--- src/rtl/fetch_stage_ctrl_if.sv ---
// Front-end bundle between fetch_stage_ctrl and the rest of the pipeline.
// Optional counter outputs exist only under FETCH_PERF_COUNTERS_EN.
interface fetch_stage_ctrl_if #(
  parameter int PC_WIDTH    = 16,
  parameter int INSTR_WIDTH = 16
);
  logic                   IF_stall;
  logic                   IF_branchTaken;
  logic [PC_WIDTH-1:0]    IF_branchTarget;
  logic                   IF_memBusy;
  logic [INSTR_WIDTH-1:0] IF_imemData;
  logic [PC_WIDTH-1:0]    IF_imemAddr;
  logic [INSTR_WIDTH-1:0] IF_instruction;
  logic [PC_WIDTH-1:0]    IF_pcPlus1;
  logic                   IF_valid;
`ifdef FETCH_PERF_COUNTERS_EN
  logic [15:0]            IF_stallCount;
  logic [15:0]            IF_flushCount;
  logic [15:0]            IF_starveCount;
`endif

  // Pipeline/memory side: drives hazards and read data, observes IF/ID.
  modport master (
    output IF_stall, IF_branchTaken, IF_branchTarget, IF_memBusy, IF_imemData,
    input  IF_imemAddr, IF_instruction, IF_pcPlus1, IF_valid
`ifdef FETCH_PERF_COUNTERS_EN
    , input IF_stallCount, IF_flushCount, IF_starveCount
`endif
  );

  // Fetch stage side.
  modport slave (
    input  IF_stall, IF_branchTaken, IF_branchTarget, IF_memBusy, IF_imemData,
    output IF_imemAddr, IF_instruction, IF_pcPlus1, IF_valid
`ifdef FETCH_PERF_COUNTERS_EN
    , output IF_stallCount, IF_flushCount, IF_starveCount
`endif
  );
endinterface

--- src/rtl/fetch_stage_ctrl.sv ---
// PC + IF/ID register owner; optional FETCH_PERF_COUNTERS_EN adds hazard counters.
// Latency: address in cycle N, instruction at IF/ID outputs in cycle N+1.
// Backpressure: stall holds PC and IF/ID, memBusy holds PC and inserts one bubble per cycle.
module fetch_stage_ctrl #(
  parameter int                     PC_WIDTH    = 16,
  parameter int                     INSTR_WIDTH = 16,
  parameter logic [PC_WIDTH-1:0]    RESET_PC    = '0,
  parameter logic [INSTR_WIDTH-1:0] NOP_INSTR   = INSTR_WIDTH'(16'h0800)
) (
  input  logic             clk,
  input  logic             rst,
  fetch_stage_ctrl_if.slave bus
);

  typedef enum logic [1:0] {BOOT, RUN, HOLD, STARVE} state_t;

  state_t                 state;
  logic [PC_WIDTH-1:0]    pc;
  logic [INSTR_WIDTH-1:0] instr;
  logic [PC_WIDTH-1:0]    pc_plus1;
  logic                   valid;

  // Fetch address is the PC register alone; the branch target only lands next cycle.
  assign bus.IF_imemAddr    = pc;
  assign bus.IF_instruction = instr;
  assign bus.IF_pcPlus1     = pc_plus1;
  assign bus.IF_valid       = valid;

  always_ff @(posedge clk) begin
    if (!rst) begin
      state    <= BOOT;
      pc       <= RESET_PC;
      instr    <= NOP_INSTR;
      pc_plus1 <= '0;
      valid    <= 1'b0;
    end else begin
      case (state)
        BOOT: state <= RUN;
        default: begin
          if (bus.IF_branchTaken) begin
            pc    <= bus.IF_branchTarget;
            instr <= NOP_INSTR;
            valid <= 1'b0;
            state <= RUN;
          end else if (bus.IF_stall) begin
            state <= HOLD;
          end else if (bus.IF_memBusy) begin
            instr <= NOP_INSTR;
            valid <= 1'b0;
            state <= STARVE;
          end else begin
            instr    <= bus.IF_imemData;
            pc_plus1 <= pc + PC_WIDTH'(1);
            valid    <= 1'b1;
            pc       <= pc + PC_WIDTH'(1);
            state    <= RUN;
          end
        end
      endcase
    end
  end

`ifdef FETCH_PERF_COUNTERS_EN
  logic [15:0] stall_cnt;
  logic [15:0] flush_cnt;
  logic [15:0] starve_cnt;

  assign bus.IF_stallCount  = stall_cnt;
  assign bus.IF_flushCount  = flush_cnt;
  assign bus.IF_starveCount = starve_cnt;

  // Counters follow the same priority as the action above and saturate at all-ones.
  always_ff @(posedge clk) begin
    if (!rst) begin
      stall_cnt  <= '0;
      flush_cnt  <= '0;
      starve_cnt <= '0;
    end else if (state != BOOT) begin
      if (bus.IF_branchTaken) begin
        if (flush_cnt != 16'hFFFF) flush_cnt <= flush_cnt + 16'd1;
      end else if (bus.IF_stall) begin
        if (stall_cnt != 16'hFFFF) stall_cnt <= stall_cnt + 16'd1;
      end else if (bus.IF_memBusy) begin
        if (starve_cnt != 16'hFFFF) starve_cnt <= starve_cnt + 16'd1;
      end
    end
  end
`endif

endmodule

--- src/flat_wrapper.sv ---
// flat-port wrapper written by rule: the top's interface ports become plain ports
module fetch_stage_ctrl_flat 
#(
  parameter int                     PC_WIDTH    = 16,
  parameter int                     INSTR_WIDTH = 16,
  parameter logic [PC_WIDTH-1:0]    RESET_PC    = '0,
  parameter logic [INSTR_WIDTH-1:0] NOP_INSTR   = INSTR_WIDTH'(16'h0800)
)
  (clk, rst, bus_IF_stall, bus_IF_branchTaken, bus_IF_branchTarget, bus_IF_memBusy, bus_IF_imemData, bus_IF_imemAddr, bus_IF_instruction, bus_IF_pcPlus1, bus_IF_valid);
  fetch_stage_ctrl_if #(.PC_WIDTH(PC_WIDTH), .INSTR_WIDTH(INSTR_WIDTH)) bus_i ();
  input  logic clk;
  input  logic rst;
  input wire logic [$bits(bus_i.IF_stall)-1:0] bus_IF_stall;
  input wire logic [$bits(bus_i.IF_branchTaken)-1:0] bus_IF_branchTaken;
  input wire logic [$bits(bus_i.IF_branchTarget)-1:0] bus_IF_branchTarget;
  input wire logic [$bits(bus_i.IF_memBusy)-1:0] bus_IF_memBusy;
  input wire logic [$bits(bus_i.IF_imemData)-1:0] bus_IF_imemData;
  output wire logic [$bits(bus_i.IF_imemAddr)-1:0] bus_IF_imemAddr;
  output wire logic [$bits(bus_i.IF_instruction)-1:0] bus_IF_instruction;
  output wire logic [$bits(bus_i.IF_pcPlus1)-1:0] bus_IF_pcPlus1;
  output wire logic [$bits(bus_i.IF_valid)-1:0] bus_IF_valid;
  assign bus_i.IF_stall = bus_IF_stall;
  assign bus_i.IF_branchTaken = bus_IF_branchTaken;
  assign bus_i.IF_branchTarget = bus_IF_branchTarget;
  assign bus_i.IF_memBusy = bus_IF_memBusy;
  assign bus_i.IF_imemData = bus_IF_imemData;
  assign bus_IF_imemAddr = bus_i.IF_imemAddr;
  assign bus_IF_instruction = bus_i.IF_instruction;
  assign bus_IF_pcPlus1 = bus_i.IF_pcPlus1;
  assign bus_IF_valid = bus_i.IF_valid;
  fetch_stage_ctrl #(.PC_WIDTH(PC_WIDTH), .INSTR_WIDTH(INSTR_WIDTH), .RESET_PC(RESET_PC), .NOP_INSTR(NOP_INSTR)) u_core (.clk(clk), .rst(rst), .bus(bus_i));
endmodule
--- config.mk ---
export PLATFORM = sky130hd
export DESIGN_NAME = fetch_stage_ctrl_flat
export DESIGN_NICKNAME = d
export VERILOG_FILES = /design/src/rtl/fetch_stage_ctrl_if.sv /design/src/rtl/fetch_stage_ctrl.sv /design/src/flat_wrapper.sv
export SDC_FILE = /design/constraint.sdc
export NUM_CORES = 1
export LEC_CHECK = 0
export ABC_AREA = 1
export BUFFER_PORTS_ARGS = -buffer_cell sky130_fd_sc_hd__buf_2
export CAP_MARGIN = 20
export CORE_ASPECT_RATIO = 2
export CORE_UTILIZATION = 51
export CTS_BUF_LIST = sky130_fd_sc_hd__clkbuf_8
export DETAILED_ROUTE_END_ITERATION = 6
export PLACE_DENSITY = 0.82
export SETUP_SLACK_MARGIN = 0.4
export SLEW_MARGIN = 20
export SYNTH_ARGS = -nofsm -noshare
export SYNTH_HDL_FRONTEND = slang
export SYNTH_SLANG_ARGS = --single-unit
export TNS_END_PERCENT = 50
--- constraint.sdc ---
create_clock -name clk -period 1.6 [get_ports clk]
set_input_delay 0.32 -clock clk [delete_from_list [all_inputs] [get_ports clk]]
set_output_delay 0.32 -clock clk [all_outputs]
set_load 0.05 [all_outputs]
==> results.cfg <==
[grt]
grt_max_degree = 19
track_usage = 0.278
antenna_found_initial = 0
grt_overflow = 0
grt_first_pass_wirelength_um = 10400
grt_pass1_vias = 2368

[logic_synthesis]
syn_nets = 357
ys_seq_area_frac = 0.444
netlist.top_cell.by_area = dfxtp_1
ys_seq_elements = 51
yosys.cell_types.count = 26
synthCells = 319
ys_warn_count = 0
avgSynthCellArea_um2 = 7.20
yosysTopAreaCellShare = 0.444
synth.area.top_cells = dfxtp_1 (44%), nand2_1 (14%), a21oi_1 (10%), inv_1 (3.6%), o21ai_1 (3.5%)
syn_area_um2 = 2300

[worst_setup_path]
crit_top_cell = nand2_2
worstReg2RegStart = u_core.bus.IF_imemAddr[1]
worstPathCellList = ha_4 -> nand3_4 -> inv_4 -> buf_6 -> nand4_1 -> nand2_2 -> nand2_2 -> a21oi_2
worst_path_max_delay_cell = dfxtp_4
rrSetupSlack_ns = 0.21
arrival_ns = 1.62
cp-start-kind = flop
cp-end-kind = flop
cp_top_family = simple AND/OR/NAND/NOR gates
critical_path.max_stage_delay_ns = 0.40
crit_type = reg2reg
cp_data_required_time_ns = 1.83
reg2regPathDepth = 8
path_buf_inv = 2
rr_endpoint = u_core.bus.IF_imemAddr[12]
cp_max_fo = 5

[sta]
worst_pin_slew_ns = 0.317
finalSetupViolations = 0
maxSlewViolCount = 0
slew_headroom = 0.788
max_freq_ghz = 0.719
report.final.hold_viol_count = 0
rsz0062_at_grt = yes
skew_ns = 0.00541
tns_ns = 0
min_period_over_period = 0.869
period_needed_ns = 1.39
setup_ws_ns = 0.210

[pwr]
sw_frac_of_total = 0.341
clkPwrFrac = 0.258
p_comb_frac = 0.247
power_leakage_nw = 1.56
internal-power_w = 0.00190
seqPwrFrac = 0.495
p_sw_w = 0.000981
ir_worst_vdd_v = 0.000610
power_density_nw_per_um2 = 825

[cts]
cts.htree.levels = 2
clock_path_buffers = 2
cts_buffers = 5
clk_latency_ns = 0.31
ctsHoldBuffers = 0
cts_tree = yes
clock_sinks = 51
cts.clk_slew.worst_paths_ns = 0.09
clockRootBuffer = clkbuf_8

[placed_design]
pre_cts_slack_ns = 0.182
gp_congestion = 0.932
numPlacedInstances = 451
portBuffers = 85
place_hpwl_um = 4400

[drt]
drt_wl_total_um = 7370
route.vias.total = 2616
wire_per_inst_um = 15.6
via_per_inst = 5.54
drt_iter0_markers = 102
drt_pass1_iterations = 5
drc = 0
drtAntennaViolNets = 0

[final_layout]
finalNonFillerCells = 472
diodes = 0
syn_to_final_growth_pct = 52.1
fin_nets = 455
drive_gt1_frac = 0.438

[die]
core_area_um2 = 4340
io_pins = 86
initial_utilization = 0.529
die_h_um = 96.9
core.rowCount = 34
dieWidth_um = 49.5
dieArea_um2 = 4790

[hold_path]
hp-start = bus_IF_imemData[11]
worstHoldPathCells = 3
hold_path_end = u_core.bus.IF_instruction[11]
hp-class = in2reg

[flow_run]
maxCapViolations = 0

[outcome]
status = finished clean
-- power by group through the flow --
stage	logic [W]	clock network [W]	registers, W
CTS	0.000636	0.000757	0.00141
global route	0.000753	0.000794	0.00143
finish	0.000713	0.000742	0.00143
detailed placement	0.000583	0	0.00143
global placement	0.000571	0	0.00143
floorplan	0.000222	0	0.00163
-- cell usage after synthesis --
| cell | instances |
|---|---|
| a21oi_1 | 48 |
| a21oi_4 | 1 |
| a31oi_1 | 3 |
| buf_1 | 1 |
| buf_2 | 4 |
| buf_4 | 4 |
| clkbuf_1 | 6 |
| clkinv_1 | 1 |
| dfxtp_1 | 51 |
| ha_1 | 1 |
| inv_1 | 22 |
| inv_2 | 6 |
| nand2_1 | 85 |
| nand3_1 | 14 |
| nand4_1 | 3 |
| nor2_1 | 17 |
| nor2_2 | 3 |
| nor3_4 | 1 |
| nor4_1 | 1 |
| o21a_1 | 10 |
| o21ai_0 | 12 |
| o21ai_1 | 16 |
| o21bai_1 | 1 |
| o22ai_1 | 1 |
| xnor2_1 | 4 |
| xor2_1 | 3 |
-- cells in the final DEF, fill, tap and decap left out, types with 10 or more instances in the layout --
cell     instances
o21a_1          10
dfxtp_1         31
nand2_1         73
inv_1           22
a21oi_1         43
o21ai_1         14
buf_4           19
o21ai_0         12
buf_2           52
dfxtp_4         14
buf_6           30
nand2_2         11
-- stage by stage --
| step | hold WS, ns | utilization | total power, W | area [µm²] |
|---|---|---|---|---|
| after detailed placement | 0.455 | 0.660 | 0.00201 | 2860 |
| after global placement | 0.449 | 0.660 | 0.00200 | 2860 |
| final | 0.233 | 0.805 | 0.00288 | 3490 |
| after CTS | 0.228 | 0.725 | 0.00280 | 3150 |
| after floorplan | 0.438 | - | 0.00185 | 2410 |
| after global routing | 0.240 | 0.805 | 0.00298 | 3490 |
-- cells by family after synthesis --
logic type / share of synthesized area
xor gates and xnor gates: 0.0267
DFF: 0.444
buffers and inverters: 0.0806
and+or+nand+nor: 0.223
AOI/OAI and AO/OA: 0.220
adders and majority gates: 0.00545
-- layer usage --
| metal | routed length, µm | vias up | track usage |
|---|---|---|---|
| met2 | 4010 | 135 | 0.514 |
| met3 | 435 | 41 | 0.0440 |
| met4 | 340 | 0 | 0.147 |
| li1 | - | 1246 | - |
| met1 | 2580 | 1194 | 0.286 |
| met5 | 0 | - | 0 |
-- worst min-delay path, stage by stage --
cell and delay (ns):
buf_2 0.08, o22ai_1 0.07, nand2_1 0.05
-- what timing repair did --
| item | 4_1_cts | 5_1_grt |
|---|---|---|
| pin swaps | 12 | 13 |
| setup endpoints to repair | 92 | 90 |
| cloned | 0 | 3 |
| setup buffers | 3 | 7 |
| resized for setup | 51 | 90 |
-- how the worst max path moves through the flow --
stage | cells past startpoint | slack [ns] | startpoint | to
global route | 8 | 0.16 | u_core.bus.IF_imemAddr[1] | u_core.bus.IF_imemAddr[12]
global placement | 8 | 0.21 | bus_IF_memBusy | u_core.bus.IF_pcPlus1[8]
CTS | 7 | 0.31 | u_core.bus.IF_imemAddr[1] | u_core.bus.IF_imemAddr[10]
detailed placement | 8 | 0.18 | bus_IF_memBusy | u_core.bus.IF_pcPlus1[8]
floorplan | 7 | 0.30 | bus_IF_memBusy | u_core.bus.IF_instruction[11]
finish | 8 | 0.21 | u_core.bus.IF_imemAddr[1] | u_core.bus.IF_imemAddr[12]
-- flip-flops by register name, indices dropped and copies added, names as in the netlist --
name	flops
u_core.bus.IF_instruction	16
u_core.bus.IF_valid	1
u_core.bus.IF_imemAddr	16
u_core.bus.IF_pcPlus1	16
u_core.state	2
-- layout make-up --
type / count / area [µm²]
clock inverter: 3 / 17.5
timing repair buffer: 106 / 831
sequential: 51 / 1080
fill: 321 / 846
clock buffer: 5 / 68.8
inverter: 29 / 121
multi-input combinational: 224 / 1310
tap: 54 / 67.6
Note: power is estimated with default switching activity, not from simulation.
